`src/rtl/player_position_stepper.sv`:
```
// player_position_stepper: moves one player's (x, y) cell one step per game
// tick in the filtered heading, raises a plot request for each new cell and
// freezes the player on a screen-border crash.
// Optional build macro PLAYER_WRAP_EN: borders wrap around instead of crashing.
module player_position_stepper #(
  parameter int X_W         = 8,
  parameter int Y_W         = 7,
  parameter int X_MAX       = 159,
  parameter int Y_MAX       = 119,
  parameter int X_START     = 80,
  parameter int Y_START     = 20,
  parameter int TICK_CYCLES = 833333
) (
  input  logic           clk,
  input  logic           reset,
  input  logic           enable,
  input  logic           restart,
  input  logic [1:0]     direction,
  output logic [X_W-1:0] x_out,
  output logic [Y_W-1:0] y_out,
  output logic           plot_req,
  input  logic           plot_ack,
  output logic           crashed,
  output logic           overrun
);

  localparam int CNT_W = (TICK_CYCLES > 2) ? $clog2(TICK_CYCLES) : 1;
  localparam logic [CNT_W-1:0] CNT_LAST = CNT_W'(TICK_CYCLES - 1);

  localparam logic [1:0] DIR_UP    = 2'b00;
  localparam logic [1:0] DIR_RIGHT = 2'b01;
  localparam logic [1:0] DIR_DOWN  = 2'b11;
  localparam logic [1:0] DIR_LEFT  = 2'b10;

  typedef enum logic [1:0] {
    IDLE    = 2'b00,
    RUN     = 2'b01,
    PLOT    = 2'b10,
    CRASHED = 2'b11
  } state_t;

  state_t           state_r, state_s;
  logic [CNT_W-1:0] cnt_r, cnt_s;
  logic [X_W-1:0]   x_r, x_s, mv_x_s;
  logic [Y_W-1:0]   y_r, y_s, mv_y_s;
  logic             req_r, req_s;
  logic             crash_r, crash_s;
  logic             ovr_r, ovr_s;
  logic             tick_s;
  logic             border_s;
  logic             hit_s;

  assign tick_s = enable && (cnt_r == CNT_LAST);

`ifdef PLAYER_WRAP_EN
  // Wrapping build: a border move never counts as a crash.
  assign hit_s = border_s & 1'b0;
`else
  assign hit_s = border_s;
`endif

  // Tick divider: advances only while the game runs, restart zeroes it.
  always_comb begin
    cnt_s = cnt_r;
    if (restart) begin
      cnt_s = '0;
    end else if (enable) begin
      if (cnt_r == CNT_LAST) begin
        cnt_s = '0;
      end else begin
        cnt_s = cnt_r + CNT_W'(1);
      end
    end else begin
      cnt_s = cnt_r;
    end
  end

  // Candidate next cell; the border test comes before any add/subtract so the
  // arithmetic never leaves the legal range. Border hits yield the wrap cell.
  always_comb begin
    mv_x_s   = x_r;
    mv_y_s   = y_r;
    border_s = 1'b0;
    case (direction)
      DIR_UP: begin
        if (y_r == '0) begin
          border_s = 1'b1;
          mv_y_s   = Y_W'(Y_MAX);
        end else begin
          mv_y_s = y_r - Y_W'(1);
        end
      end
      DIR_RIGHT: begin
        if (x_r == X_W'(X_MAX)) begin
          border_s = 1'b1;
          mv_x_s   = '0;
        end else begin
          mv_x_s = x_r + X_W'(1);
        end
      end
      DIR_DOWN: begin
        if (y_r == Y_W'(Y_MAX)) begin
          border_s = 1'b1;
          mv_y_s   = '0;
        end else begin
          mv_y_s = y_r + Y_W'(1);
        end
      end
      DIR_LEFT: begin
        if (x_r == '0) begin
          border_s = 1'b1;
          mv_x_s   = X_W'(X_MAX);
        end else begin
          mv_x_s = x_r - X_W'(1);
        end
      end
      default: begin
        border_s = 1'b0;
      end
    endcase
  end

  // Next-state and next-output logic; restart overrides tick and ack.
  always_comb begin
    state_s = state_r;
    x_s     = x_r;
    y_s     = y_r;
    req_s   = req_r;
    crash_s = crash_r;
    ovr_s   = ovr_r;
    if (restart) begin
      state_s = IDLE;
      x_s     = X_W'(X_START);
      y_s     = Y_W'(Y_START);
      req_s   = 1'b0;
      crash_s = 1'b0;
      ovr_s   = 1'b0;
    end else begin
      case (state_r)
        IDLE: begin
          // Start cell is requested as soon as the game runs; the request is
          // then held in PLOT until the drawer accepts it.
          if (enable) begin
            state_s = PLOT;
            req_s   = 1'b1;
          end else begin
            state_s = IDLE;
          end
        end
        RUN: begin
          if (tick_s) begin
            if (hit_s) begin
              state_s = CRASHED;
              crash_s = 1'b1;
            end else begin
              state_s = PLOT;
              x_s     = mv_x_s;
              y_s     = mv_y_s;
              req_s   = 1'b1;
            end
          end else begin
            state_s = RUN;
          end
        end
        PLOT: begin
          if (tick_s) begin
            ovr_s = 1'b1;
          end else begin
            ovr_s = ovr_r;
          end
          if (plot_ack) begin
            state_s = RUN;
            req_s   = 1'b0;
          end else begin
            state_s = PLOT;
          end
        end
        CRASHED: begin
          state_s = CRASHED;
        end
        default: begin
          state_s = IDLE;
          req_s   = 1'b0;
        end
      endcase
    end
  end

  // State, position, flags and tick counter registers.
  always_ff @(posedge clk or posedge reset) begin
    if (reset) begin
      state_r <= IDLE;
      cnt_r   <= '0;
      x_r     <= X_W'(X_START);
      y_r     <= Y_W'(Y_START);
      req_r   <= 1'b0;
      crash_r <= 1'b0;
      ovr_r   <= 1'b0;
    end else begin
      state_r <= state_s;
      cnt_r   <= cnt_s;
      x_r     <= x_s;
      y_r     <= y_s;
      req_r   <= req_s;
      crash_r <= crash_s;
      ovr_r   <= ovr_s;
    end
  end

  assign x_out    = x_r;
  assign y_out    = y_r;
  assign plot_req = req_r;
  assign crashed  = crash_r;
  assign overrun  = ovr_r;

endmodule

```
`config.mk`:
```
export PLATFORM = sky130hd
export DESIGN_NAME = player_position_stepper
export DESIGN_NICKNAME = d
export VERILOG_FILES = /design/src/rtl/player_position_stepper.sv
export SDC_FILE = /design/constraint.sdc
export NUM_CORES = 1
export LEC_CHECK = 0
export CAP_MARGIN = 20
export CORE_AREA = 2 2 73 75
export CTS_CLUSTER_SIZE = 28
export DETAILED_ROUTE_END_ITERATION = 10
export DIE_AREA = 0 0 75 77
export PLACE_DENSITY = 0.82
export SLEW_MARGIN = 10
export SYNTH_ARGS = -nofsm -noshare
export SYNTH_HDL_FRONTEND = slang
export SYNTH_SLANG_ARGS = --single-unit
```
`constraint.sdc`:
```
create_clock -name clk -period 2.65 [get_ports clk]
set_clock_uncertainty 0.15 [all_clocks]
set_input_delay 0.53 -clock clk [delete_from_list [all_inputs] [get_ports clk]]
set_output_delay 0.53 -clock clk [all_outputs]
set_load 0.005 [all_outputs]
```
# Word level (Yosys, flattened, before mapping)
# Cells that the tools add are included.
# word_totals
register_bits,40
latchBits,0
ramBits,0
rom_bits,0
output_inout_bits,18
wordCells,85
mem_count,0
# classes
add_sub_neg,5
multipliers,0
div_mod_pow,0
n_lt_le_gt_ge,0
n_eq_ne,14
n_shift,0
n_mux,41
bitwise_logic,0
n_reduce_logical,18
# ops
op,count
$mux 20,3
$mux 8,6
$mux 7,6
$add 20x1->20 const B,1
$eq 20x20->1 const B,1
$mux 1,17
$pmux 8 s2,1
$pmux 7 s2,1
$ne 3x3->1 const B,4
$reduce_bool 2->1,5
$add 8x1->8 const B,1
$eq 2x2->1 const B,4
$eq 8x8->1 const B,1
$logic_not 8->1,1
$mux 2,4
$pmux 2 s4,1
$reduce_and 4->1,2
$sub 8x1->8 const B,1
$add 7x1->7 const B,1
$eq 7x7->1 const B,1
$logic_not 7->1,1
$sub 7x1->7 const B,1
$reduce_bool 3->1,2
$reduce_and 5->1,1
9 further kinds,11

# Logic depth before layout (Yosys ltp)
# Gate-level depths: netlist of run 1.
# depth
depth_word,7
ltp_mapped,10

# Least setup slack after synthesis of run 1
# OpenSTA, ideal clock, no wires.
# synth_path
path_kind,register -> register
startpoint,register x_r[0] (netlist: x_out[0])
endpoint,register x_r[5] (netlist: x_out[5])
setup_time_ns,0.069
arrival_time_ns,2.219
path_slack_ns,0.212
stages_incl_launch_ff,9
cell_sequence,dfrtp_1 > inv_1 > ha_1 > nor3b_1 > a21o_4 > a2111o_1 > nor2b_4 > or4_1 > nand3_1
# synth_via
elab_chain_cells,7
# synth_rtl
element,line_no,text
start: declaration,44,"logic [X_W-1:0] x_r, x_s, mv_x_s;"
start signal: assignment,194,x_r <= X_W'(X_START);
start signal: assignment,202,x_r <= x_s;
$sub 8x1->8 (tied with other cells),114,mv_x_s = x_r - X_W'(1);
$mux 8 (on tied branches),"110, 94",
$pmux 8 s2,84,case (direction)
$mux 8,152,if (hit_s) begin
$mux 8,151,if (tick_s) begin
$mux 8,139,case (state_r)
$mux 8,131,if (restart) begin
# Several ways; a longest one is shown, not always the timed one. The select of a mux whose other input is x is not followed.
# A chain may end at the register's enable or synchronous reset.

# Worst setup path after layout of run 1
# Same ends and word-level chain as after synthesis.

==> results_dict.tcl, run 1 <==
set metrics [dict create \
    synthToLayoutAreaGrowth_pct 17.5 \
    min_period_ns 2.55 \
    hold_viol_final 0 \
    postRouteWirelength_mm 6.51 \
    ys_seq_elements 40 \
    hpwl_mm 4.80 \
    grt_antenna_before_repair 0 \
    io_buffers 24 \
    grt_pass1_vias 2545 \
    synth_top_area_share_pct 32.3 \
    hold_path.class "reg -> reg" \
    path_class "reg -> reg" \
    core_region_area_um2 4980 \
    clock_latency_ns 0.30 \
    path_cells "inv_1 > ha_1 > nor3b_1 > a21o_4 > a2111o_1 > nor2b_4 > or4_1 > nand3_1" \
    drt_iter0_markers 144 \
    clk_pin_slew_ns 0.08 \
    cts_sinks 40 \
    gp_congestion 0.964 \
    grt_pass1_wl_mm 11.5 \
    setup_viol 0 \
    dieArea_um2 5780 \
    cap_violations 0 \
    viasPerCell 5.91 \
    max_stage_delay_ns 0.50 \
    end_kind "flop" \
    wl_per_cell_um 14.9 \
    yosysSeqAreaShare_pct 36.1 \
    antenna_cells 0 \
    cts_made_buffers 5 \
    arrival_ns 2.64 \
    cts_htree_levels 2 \
    synthesis.instances 334 \
    cts_tree "done" \
    fillCellCount 423 \
    yosysUniqueCellTypes 56 \
    max_clock_freq_mhz 392 \
    syn-num-nets 352 \
    utilization_pct 65.9 \
    period_share_pct 96.2 \
    slowest_stage "or4_1" \
    cts_resized 0 \
    initial_utilization_pct 56.1 \
    power.total_w 0.00133 \
    clk_path_buf_depth 2 \
    synth.most_common_cell "nor2_1" \
    cts_root_buf "clkbuf_8" \
    ant_nets 0 \
    leakagePower_nw 1.32 \
    synth_largest_area_cell "dfrtp_1" \
    crit_required_ns 2.74 \
    max-slew-margin-rel_pct 54.1 \
    irDropWorstVdd_v 0.000307 \
    synthTopCellsByArea "dfrtp_1 32%, nor2_1 5.2%, ha_1 4.9%" \
    ctsHoldBuffers 0 \
    drv_slew 0 \
    drtPass1Iterations 4 \
    worstSetupStartpointType "flop" \
    grtUsageTotal_pct 25.1 \
    post-place-ws_ns -0.0451 \
    final_layout_size_suffix_gt1_share_pct 9.81 \
    tns_ns 0 \
    worst_slack_ns 0.100 \
    synth.avg_cell_area_um2 8.35 \
    p_per_area_nw_per_um2 405 \
    synthFlopType "dfrtp_1" \
    layout.nets 384 \
    synth_edf_count 0 \
    worstMarginPinSlew_ns 0.677 \
    grt_overflow 0 \
    rsz0062_at_grt "no" \
    yosys_warnings 0 \
    post-route-drc-count 0 \
    chipWidth_um 75 \
    die_h_um 77 \
    grt_max_degree 41 \
    ys_async_sr_fraction_pct 100 \
    syn_area_um2 2790 \
    rows 26 \
    run_status "finished, final reports clean" \
    hold_ws_ns 0.357 \
    post-cts-setup-buffer-count 0 \
    yosys-top-cells-count "39 x nor2_1, 36 x dfrtp_1, 34 x nand2_1, 18 x nand3_1, 16 x a21oi_1" \
    vias 2582 \
    crit_fanout 7 \
    io_pins 25 \
]
==> sequential cells by signal, summed over array words and instances (netlist names) <==
name,flops
cnt_r,20
x_out,8
y_out,7
state_r,2
crashed,1
overrun,1
plot_req,1
==> cell usage in the layout (no fill, tap or decap), types with 3 or more instances in the layout <==
| cell type | netlist | layout |
|---|---|---|
| ha_1 | 11 | 11 |
| xnor2_1 | 7 | 7 |
| nand2b_1 | 4 | 4 |
| nand2_1 | 34 | 34 |
| nor3_1 | 13 | 13 |
| clkdlybuf4s50_1 | 0 | 24 |
| dfstp_2 | 4 | 4 |
| nor4bb_1 | 3 | 3 |
| o21ai_0 | 13 | 13 |
| buf_4 | 0 | 18 |
| xor2_1 | 10 | 10 |
| o31ai_1 | 3 | 3 |
| clkbuf_8 | 0 | 6 |
| nor2b_1 | 7 | 7 |
| a21o_1 | 4 | 4 |
| nand4_1 | 10 | 10 |
| dfrtp_1 | 36 | 36 |
| inv_1 | 14 | 14 |
| and3_1 | 3 | 3 |
| and4_1 | 3 | 3 |
| nand3_1 | 18 | 18 |
| o21ai_1 | 7 | 7 |
| a21oi_1 | 16 | 16 |
| a211o_1 | 3 | 3 |
| or3_1 | 5 | 5 |
| a211oi_1 | 4 | 4 |
| nor2_1 | 39 | 39 |
| a31oi_1 | 4 | 4 |
| nor3b_1 | 3 | 3 |
| nand3b_1 | 3 | 3 |
==> final cells by class <==
cell class,count,area (um^2),share of cell area [%]
Inverter,14,52.6,1.60
Multi-Input combinational cell,262,1640,50.0
Sequential cell,40,1010,30.7
Tap cell,70,87.6,2.67
Timing Repair Buffer,43,395,12.1
Clock inverter,2,15.0,0.458
Clock buffer,6,82.6,2.52
==> final timing paths <==
| check | from | end | slack, ns | cells past startpoint |
|---|---|---|---|---|
| setup / recovery | x_out[0] | x_out[5] | 0.10 | 8 |
| hold / removal | overrun | overrun | 0.36 | 2 |
| setup reg to reg | x_out[0] | x_out[5] | 0.10 | 8 |
| hold reg to reg | overrun | overrun | 0.36 | 2 |
| max in group asynchronous | reset | y_out[2] | 1.48 | 3 |
| min in group asynchronous | reset | y_out[6] | 0.51 | 3 |
==> kinds of logic after synthesis <==
group	count (synthesis)	share of synthesized area, %
compound gates	73	17.4
xor+xnor	17	5.34
fa+ha+maj	11	4.93
buf+inv	32	5.16
flops	40	36.1
mux	3	1.12
simple gates	158	30.0
==> where the power goes <==
| part | internal [W] | total [W] | switching [W] |
|---|---|---|---|
| sequential | 0.000629 | 0.000660 | 0.0000308 |
| combinational | 0.000109 | 0.000231 | 0.000123 |
| clock | 0.000211 | 0.000436 | 0.000226 |
==> critical path, delay by kind of cell, from the launching register on <==
| family | cells | cell delay (ns) |
|---|---|---|
| simple gates | 4 | 0.91 |
| compound gates | 2 | 0.64 |
| flops | 1 | 0.47 |
| fa+ha+maj | 1 | 0.20 |
| buf+inv | 1 | 0.12 |
==> routing by layer <==
| layer | part of all wire (%) | GRT usage, % |
|---|---|---|
| met3 | 5.1 | 4.47 |
| met5 | 0 | 0 |
| met4 | 1.4 | 7.14 |
| met2 | 49 | 40.9 |
| met1 | 45 | 33.9 |
==> per-stage QoR <==
stage | cell area, um^2 | std cells
2_1_floorplan | 2790 | 334
4_1_cts | 3280 | 437
6_report | 3280 | 437
5_1_grt | 3280 | 437
3_3_place_gp | 3180 | 429
3_5_place_dp | 3180 | 429
Power figures use the tool's default switching activity.
==> inputs of run 2 (changes only) <==
SLEW_MARGIN = 20   (was 10)
==> results of run 2 <==
The final DEF is identical to that of run 1; final timing and power are the same.
==> inputs of run 3 (changes only) <==
REMOVE_ABC_BUFFERS = 1   (was unset)
==> run 3 against run 2 <==
Net effect:
- cell area up 1.6%
- sequential power about the same
- critical path depth unchanged
- sequential share of layout area down 0.45 points
- clock power down 8.5%
- global-route usage down 1.2 points
- total power down 2.4%
- die area unchanged
- largest power group unchanged
==> results_dict.tcl, run 3 (synthesis gave the netlist of run 1 again) <==
set metrics [dict create \
    path_cells "inv_1 > ha_1 > nor3b_1 > a21o_4 > a2111o_1 > buf_4 > a211o_1 > a211o_1" \
    irDropWorstVdd_v 0.000288 \
    core_region_area_um2 4980 \
    crit_top_cell "a211o_1" \
    r2r_cells 8 \
    min_period_ns 2.44 \
    clk_path_buf_depth 2 \
    crit_required_ns 2.73 \
    max_clock_freq_mhz 410 \
    grt_pass1_wl_mm 10.8 \
    use_met3_pct 4.47 \
    largest-register "cnt_r" \
    grt_antenna_before_repair 0 \
    rsz0062_at_grt "no" \
    largest_reg_flops 20 \
    cp-startpoint "x_out[1]" \
    instances_no_fill 445 \
    io_pins 25 \
    gp_congestion 0.891 \
    grt_pass1_vias 2388 \
    initial_utilization_pct 56.1 \
    period_share_pct 92.1 \
    r2r_start "x_out[1]" \
    clock_latency_ns 0.30 \
    crit_path_end "x_out[6]" \
    hold_viol_final 0 \
    layout.nets 392 \
    max-slew-margin-rel_pct 62.9 \
    viasPerCell 5.86 \
    vias 2607 \
    wl_per_cell_um 14.3 \
    clk_pin_slew_ns 0.08 \
    hold_path.class "reg -> reg" \
    utilization_pct 66.9 \
    grt_overflow 0 \
    die_h_um 77 \
    leakagePower_nw 1.36 \
    max_stage_delay_ns 0.44 \
    chipWidth_um 75 \
    cap_violations 0 \
    worstMarginPinSlew_ns 0.550 \
    mostFrequentLayoutCells "39 x nor2_1, 35 x dfrtp_1, 34 x nand2_1" \
    run_status "finished, final reports clean" \
    post-route-drc-count 0 \
    final_layout_size_suffix_gt1_share_pct 11.7 \
    grt_max_degree 41 \
    path_class "reg -> reg" \
    cts_htree_levels 2 \
    ctsHoldBuffers 0 \
    cts_resized 0 \
    cts_root_buf "clkbuf_8" \
    use_met1_pct 31.9 \
    p_per_area_nw_per_um2 389 \
    hpwl_mm 4.72 \
    grt_util_met2_pct 38.1 \
    drtPass1Iterations 5 \
    setup_viol 0 \
    layout_commonest_cell "nor2_1" \
    grt_busiest_layer "met2" \
    post-place-cells 437 \
    r2r_setup_slack_ns 0.21 \
    rows 26 \
    end_kind "flop" \
    cts_made_buffers 5 \
    postRouteWirelength_mm 6.38 \
    post-cts-setup-buffer-count 0 \
    crit_fanout 6 \
    io_buffers 24 \
    grtUsageTotal_pct 23.9 \
    drv_slew 0 \
    antenna_cells 0 \
    synthToLayoutAreaGrowth_pct 19.4 \
    cts_tree "done" \
    slowest_stage "dfrtp_1" \
    ant_nets 0 \
    dieArea_um2 5780 \
    arrival_ns 2.52 \
    cts_sinks 40 \
    drt_iter0_markers 198 \
    worstSetupStartpointType "flop" \
    r2r-end "x_out[6]" \
]
-- run 3: cell types whose count changed in the layout (fill, tap and decap cells not counted), sizes merged --
| cell | change |
|---|---|
| clkinvlp | -2 |
| clkbuf | +1 |
| clkinv | +1 |
| buf | +8 |
-- run 3: worst min-delay path by stage --
stage               from   endpoint  slack (ns)  cells after the start
6_report         overrun    overrun        0.37                      2
5_1_grt        cnt_r[18]  cnt_r[18]        0.42                      1
4_1_cts          overrun    overrun        0.37                      2
3_5_place_dp     overrun    overrun        0.34                      2
3_3_place_gp     overrun    overrun        0.34                      2
2_1_floorplan  cnt_r[18]  cnt_r[18]        0.33                      1
-- run 3: worst max-delay path: cells and delay by family, from the launching register on --
kind,cells,cell delay (ns)
fa+ha+maj,1,0.18
buf+inv,2,0.26
flops,1,0.44
compound gates,4,1.18
simple gates,1,0.17
-- run 3: per-stage QoR --
| step | TNS [ns] | cell area, um^2 | power (W) | worst slack [ns] | hold slack (ns) |
|---|---|---|---|---|---|
| floorplan | 0 | 2700 | 0.000793 | 0.168 | 0.331 |
| global placement | -0.0627 | 3240 | 0.000900 | -0.0356 | 0.343 |
| detailed placement | -0.133 | 3240 | 0.000907 | -0.0771 | 0.341 |
| CTS | 0 | 3320 | 0.00130 | 0.157 | 0.373 |
| global route | 0 | 3330 | 0.00137 | 0.0817 | 0.416 |
| finish | 0 | 3330 | 0.00130 | 0.210 | 0.368 |
-- run 3: where the power goes --
group          internal (W)  total (W)  switching, W
combinational      0.000115   0.000239      0.000123
sequential         0.000629   0.000659     0.0000291
clock              0.000185   0.000399      0.000214
total              0.000930    0.00130      0.000367
-- run 3: final cells by class --
| cell class | count | area [um^2] |
|---|---|---|
| Inverter | 14 | 52.6 |
| Timing Repair Buffer | 51 | 455 |
| Fill cell | 432 | 1650 |
| Multi-Input combinational cell | 262 | 1650 |
| Sequential cell | 40 | 1010 |
| Tap cell | 70 | 87.6 |
| Clock buffer | 7 | 76.3 |
| Clock inverter | 1 | 5.00 |
-- run 3: per-layer routing --
layer  up-vias  wire length, um
met1      1255             2770
met5         -                0
met3         7              312
met2        62             3220
met4         0               85
li1       1283                -
